## src/rtl/nx_msg_distributor.sv

```systemverilog
// nx_msg_distributor
// Merges the decoder bypass stream and the local emit stream into four
// registered outbound channels (N, E, S, W) selected by a 2-bit direction tag.
// Each direction owns one output register; when both sources target the same
// direction, a per-direction round-robin bit decides who goes first.
module nx_msg_distributor #(
  parameter int STREAM_WIDTH = 32
) (
  input  logic                      clk_i,
  input  logic                      rst_i,
  input  logic [STREAM_WIDTH-1:0]   byp_data_i,
  input  logic [1:0]                byp_dir_i,
  input  logic                      byp_valid_i,
  output logic                      byp_ready_o,
  input  logic [STREAM_WIDTH-1:0]   emit_data_i,
  input  logic [1:0]                emit_dir_i,
  input  logic                      emit_valid_i,
  output logic                      emit_ready_o,
  output logic [4*STREAM_WIDTH-1:0] out_data_o,
  output logic [3:0]                out_valid_o,
  input  logic [3:0]                out_ready_i
);

  logic [STREAM_WIDTH-1:0] data_q [4];
  logic [3:0]              valid_q;
  logic [3:0]              rr_q;      // 0 favours bypass, 1 favours emit

  logic [3:0] byp_req;
  logic [3:0] emit_req;
  logic [3:0] slot_free;
  logic [3:0] contend;
  logic [3:0] byp_gnt;
  logic [3:0] emit_gnt;

  // Per-direction request decode, slot availability and arbitration.
  // Grants are masked while in reset so neither source sees a handshake.
  always_comb begin
    byp_req   = '0;
    emit_req  = '0;
    slot_free = '0;
    contend   = '0;
    byp_gnt   = '0;
    emit_gnt  = '0;
    for (int d = 0; d < 4; d++) begin
      byp_req[d]   = byp_valid_i  && (byp_dir_i  == 2'(d));
      emit_req[d]  = emit_valid_i && (emit_dir_i == 2'(d));
      // a draining slot can take a new word in the same cycle
      slot_free[d] = !valid_q[d] || out_ready_i[d];
      contend[d]   = byp_req[d] && emit_req[d];
      byp_gnt[d]   = rst_i && slot_free[d] && byp_req[d]  && (!emit_req[d] || !rr_q[d]);
      emit_gnt[d]  = rst_i && slot_free[d] && emit_req[d] && (!byp_req[d]  ||  rr_q[d]);
    end
  end

  // Each source targets at most one direction, so OR-reducing its grants
  // yields its ready.
  always_comb begin
    byp_ready_o  = |byp_gnt;
    emit_ready_o = |emit_gnt;
  end

  // Output slots and round-robin pointers; load wins over drain so a
  // simultaneous drain+load replaces the word without a valid bubble.
  always_ff @(posedge clk_i) begin
    if (!rst_i) begin
      valid_q <= '0;
      rr_q    <= '0;
      for (int d = 0; d < 4; d++) begin
        data_q[d] <= '0;
      end
    end else begin
      for (int d = 0; d < 4; d++) begin
        if (byp_gnt[d]) begin
          data_q[d]  <= byp_data_i;
          valid_q[d] <= 1'b1;
        end else if (emit_gnt[d]) begin
          data_q[d]  <= emit_data_i;
          valid_q[d] <= 1'b1;
        end else if (valid_q[d] && out_ready_i[d]) begin
          valid_q[d] <= 1'b0;
        end
        // after a contended grant, hand priority to the loser
        if (contend[d] && slot_free[d]) begin
          rr_q[d] <= !rr_q[d];
        end
      end
    end
  end

  // Flatten the per-direction registers onto the output bus.
  for (genvar g = 0; g < 4; g++) begin : g_out
    assign out_data_o[g*STREAM_WIDTH +: STREAM_WIDTH] = data_q[g];
  end

  assign out_valid_o = valid_q;

endmodule

```

## config.mk

```make
export PLATFORM = sky130hd
export DESIGN_NAME = nx_msg_distributor
export DESIGN_NICKNAME = d
export VERILOG_FILES = /design/src/rtl/nx_msg_distributor.sv
export SDC_FILE = /design/constraint.sdc
export NUM_CORES = 1
export LEC_CHECK = 0
export ABC_AREA = 1
export BUFFER_PORTS_ARGS = -buffer_cell sky130_fd_sc_hd__buf_2
export CORE_ASPECT_RATIO = 0.7
export CORE_MARGIN = 2
export CORE_UTILIZATION = 56
export CTS_CLUSTER_DIAMETER = 80
export CTS_CLUSTER_SIZE = 16
export DETAILED_ROUTE_END_ITERATION = 8
export HOLD_SLACK_MARGIN = 0.02
export PLACE_DENSITY_LB_ADDON = 0.12
export SYNTH_ARGS = -nofsm -noshare
export SYNTH_HDL_FRONTEND = slang
export SYNTH_SLANG_ARGS = --single-unit
```

## constraint.sdc

```tcl
create_clock -name clk_i -period 6.08 [get_ports clk_i]
set_clock_uncertainty 0.15 [all_clocks]
set_input_delay 0.304 -clock clk_i [delete_from_list [all_inputs] [get_ports clk_i]]
set_output_delay 0.304 -clock clk_i [all_outputs]
set_load 0.01 [all_outputs]
```

# After elaboration in Yosys (flattened, before gate mapping)
# Memory sizes are Yosys's and may differ from the RTL's.
# Cells that the tools add are included.
# word_totals
memories,1
latch_bits,0
register_bits,8
ramBits,128
output_inout_bits,134
mem_bits_ro,0
input_bits,76
elab_cells,148
# memory_table
name,depth,word_bits,rd,rd_clocked_by_memory_dff,write_ports,line_no,rtl
data_q,4,32,4,0,4,24,logic [STREAM_WIDTH-1:0] data_q [4];
# op_classes
eq_ne,6
n_addsub,0
shift,0
n_lt_le_gt_ge,0
n_reduce_logical,76
n_mux,49
n_mul,0
bitwise,8
div_mod_pow,0
# op_table
operator,count
32-bit two-way mux,8
1-bit two-way mux,41
1-bit logical AND,40
1-bit logical NOT,16
1-bit logical OR,12
3-bit nonzero test,4
2-bit == test (second input constant),4
1-bit bitwise OR,8
4-bit OR reduction,2
2-bit by 1-bit == test with 1-bit output (second input constant),2
2-bit logical NOT,2

# Longest topological paths before layout
# logic_depth
ltp_word,10
ltp_mapped,9
mapped_depth_nobuf,8

# Least setup slack after synthesis
# Ideal clock, no wire load.
# synth_path
kind,register to register
startpoint,"register valid_q[2], in the netlist out_valid_o[2]"
endpoint,"memory data_q[2][0], enable pin"
arrival_ns,1.625
period_less_slack_ns,2.165
path_buffers,1
stages_incl_launch_ff,7
required_ns,5.541
setup_slack_ns,3.915
cell_sequence,dfxtp_1 nand2_1 nand2_1 nor2_1 buf_2 nor2_1 nand2_1
# synth_lines
element,line_no,rtl
start: declaration,25,logic [3:0] valid_q;
start signal: assignment,66,valid_q <= '0;
start signal: indexed assignment,75,valid_q[d] <= 1'b1;
start signal: indexed assignment,78,valid_q[d] <= 1'b1;
end: declaration,24,

# Final worst setup path
# layout_path
startpoint,register rr_q[1]
endpoint,output emit_ready_o
# layout_between
elab_chain_cells,3
# layout_rtl
element,line_no,rtl
start: declaration,26,logic [3:0] rr_q;
start signal: indexed assignment,84,rr_q[d] <= !rr_q[d];
1-bit logical OR,51,emit_gnt[d] = rst_i && slot_free[d] && emit_req[d] && (!byp_req[d] || rr_q[d]);
1-bit logical AND,51,
4-bit OR reduction,59,emit_ready_o = |emit_gnt;
end: declaration,18,"output logic emit_ready_o,"
# No other way between the ends.

==> metrics.cfg <==
[global_routing]
grt_first_pass_wirelength_um = 29500
grt_pass1_vias = 5602
grtUsageMet1 = 0.4347
grt_overflow = 0
grt_max_degree = 67
gr-usage-met2 = 0.4152
busiest_layer = met1
met3_usage = 0.06521
grt.total_usage = 0.2906
antenna_found_initial = 0

[worst_setup_path]
r2r-end = data_q[1][28]
crit_path_max_fanout = 24
r2r-start = out_valid_o[1]
crit_path_top_delay_cell = nand4_1
critPathKind = reg2out
r2r_cells = 6
endpoint = emit_ready_o
path_cells = inv_1 -> nand4_1 -> nand2_1 -> nand2_1 -> inv_1 -> nand2_1 -> buf_2
rrSetupSlack_ns = 3.46
worst_ep_arrival_time_ns = 2.29
cp.required_ns = 5.63
crit_path_start_kind = register
critical-path-max-stage-delay_ns = 0.87
worstSetupStartpoint = rr_q[1]
cp-end-kind = output port
crit_path_frequent_cell = nand2_1

[synthesis]
synth_nets = 890
synth_area_leaders = edfxtp_1 55%, nand2_1 12%, nand3_1 7.7%
syn_area_per_cell_um2 = 8.539
ys_ff_latch = 136
async_reset_ff_frac = 0
synth_common_cells = 226 x nand2_1, 128 x edfxtp_1, 118 x nor2_1
yosysWarnings = 0
ys_seq_area_frac = 0.5761
syn_inst = 814
synth_top_area_share = 0.5530
synth_edf_count = 128
syn_area_um2 = 6950
synth_cell_type_count = 16
yosysTopAreaCell = edfxtp_1
ys.flop_type = edfxtp_1
synth.most_common_cell = nand2_1

[cts]
clk_pin_slew_ns = 0.06
cts_root_buf = clkbuf_16
worstSkewPairLatency_ns = 0.42
clk_path_buf_depth = 2
cts_buffers = 17
cts_tree = built
cts_sinks = 136
cts_max_level = 4

[route]
dr_total_vias = 6396
antenna_left = 0
viasPerCell = 5.453
routed_wl_um = 19290
dr.pass1.iters = 6
wl_per_cell_um = 16.44
drt_iter0_markers = 697
drc = 0

[final_layout]
layout-area-overhead-vs-synth_pct = 24.63
diodes = 0
num-nets-final = 1074
post-route-util = 0.7070
drive_gt1_frac = 0.2542

[timing]
post-route-period-util = 0.4521
slew_headroom = 0.2229
post-route-min-period_ns = 2.749
tightest_slew_ns = 1.162
setup_slack_ns = 3.331
finalSetupViolCount = 0
setup_tns_ns = 0
rsz0062_at_grt = false
hold_ws_ns = 0.02932
hold_viol = 0
max_freq_mhz = 363.8
maxSlewViolCount = 0

[placement]
hpwl_um = 12130
gp_congestion = 0.8565
dp_slack_ns = 3.241
placement.io_buffers = 209

[die]
fp.dieH_um = 97.21
start_util = 0.5673
dieArea_um2 = 13330
core_um2 = 12250
ios = 210
rows = 34
fp.dieW_um = 137.2

[power_and_ir_drop]
leakagePower_nw = 3.951
p_per_area_nw_per_um2 = 281.5
ir_drop_mv = 0.2924

[run]
maxCapViolations = 0

[run_status]
status = finished clean

[worst_hold_path]
worstHoldPathType = in2reg
min_from = emit_data_i[21]

==> placed cells by master (no fill, tap or decap) <==
cell type,netlist,layout
nand2_1,226,223
buf_2,41,209
edfxtp_1,128,128
nor2_1,118,115
nand3_1,107,106
a21oi_1,103,103
inv_1,53,53
clkbuf_16,0,17
dlygate4sd3_1,0,9
dfxtp_1,8,8
buf_4,15,6
inv_6,0,5
nand4_1,4,4
nor2_4,0,3
nand2_2,0,3
a21oi_4,0,3
clkinvlp_4,0,3
bufinv_16,0,3
inv_2,2,2
clkinv_2,0,2
clkbuf_1,3,2
clkinv_1,1,1
nand3b_1,1,1
nand3_2,0,1
a31oi_1,1,1
==> metal layers <==
layer | routed length, µm | part of all wire
met5 | 0 | 0
met4 | 415 | 0.022
met3 | 2350 | 0.12
met2 | 8227 | 0.43
met1 | 8293 | 0.43
==> critical path, delay by kind of cell, from the launching register on <==
family                 cells  cell delay [ns]
and+or+nand+nor            4             1.30
buffers and inverters      3             0.25
DFF                        1             0.33
==> flip-flops by register name (all words and copies together), names as in the netlist <==
name / cells
out_valid_o: 4
rr_q: 4
data_q: 128
==> kinds of logic (layout without fill, tap and decap cells) <==
logic type      Yosys count  count (layout)  share of synthesized area
simple gates            456             456                     0.2675
buf+inv                 115             312                    0.07759
compound gates          107             107                    0.07885
flops                   136             136                     0.5761
==> power breakdown <==
| group | total [mW] | switching, mW | internal [mW] |
|---|---|---|---|
| clock | 1.06 | 0.406 | 0.650 |
| combinational | 0.278 | 0.188 | 0.0904 |
| sequential | 1.10 | 0.0190 | 1.08 |
==> worst min-delay path by stage <==
stage / cells after the start / endpoint
3_3_place_gp: 2 / out_valid_o[1]
2_1_floorplan: 2 / data_q[3][0]
3_5_place_dp: 2 / out_valid_o[1]
6_report: 3 / data_q[3][21]
4_1_cts: 3 / data_q[3][25]
5_1_grt: 3 / data_q[3][25]
==> cell type report <==
class / instances / area (µm²)
Sequential cell: 136 / 4004
Fill cell: 970 / 3590
Multi-Input combinational cell: 563 / 2465
Clock inverter: 13 / 166.4
Clock buffer: 19 / 432.9
Timing Repair Buffer: 224 / 1181
Tap cell: 162 / 202.7
Inverter: 56 / 210.2
==> through the flow <==
stage	cell area (µm²)	std cells	power, mW
final	8662	1173	2.439
after global routing	8662	1173	2.517
after CTS	8662	1173	2.439
after detailed placement	7973	1132	1.394
after global placement	7973	1132	1.391
after floorplan	6950	814	1.268
==> repair_timing <==
item | in CTS | in global routing
gates resized for setup | 0 | 0
setup buffers | 0 | 0
hold buffers | 9 | 0
hold endpoints to repair | 9 | 0
Power figures use the tool's default switching activity.
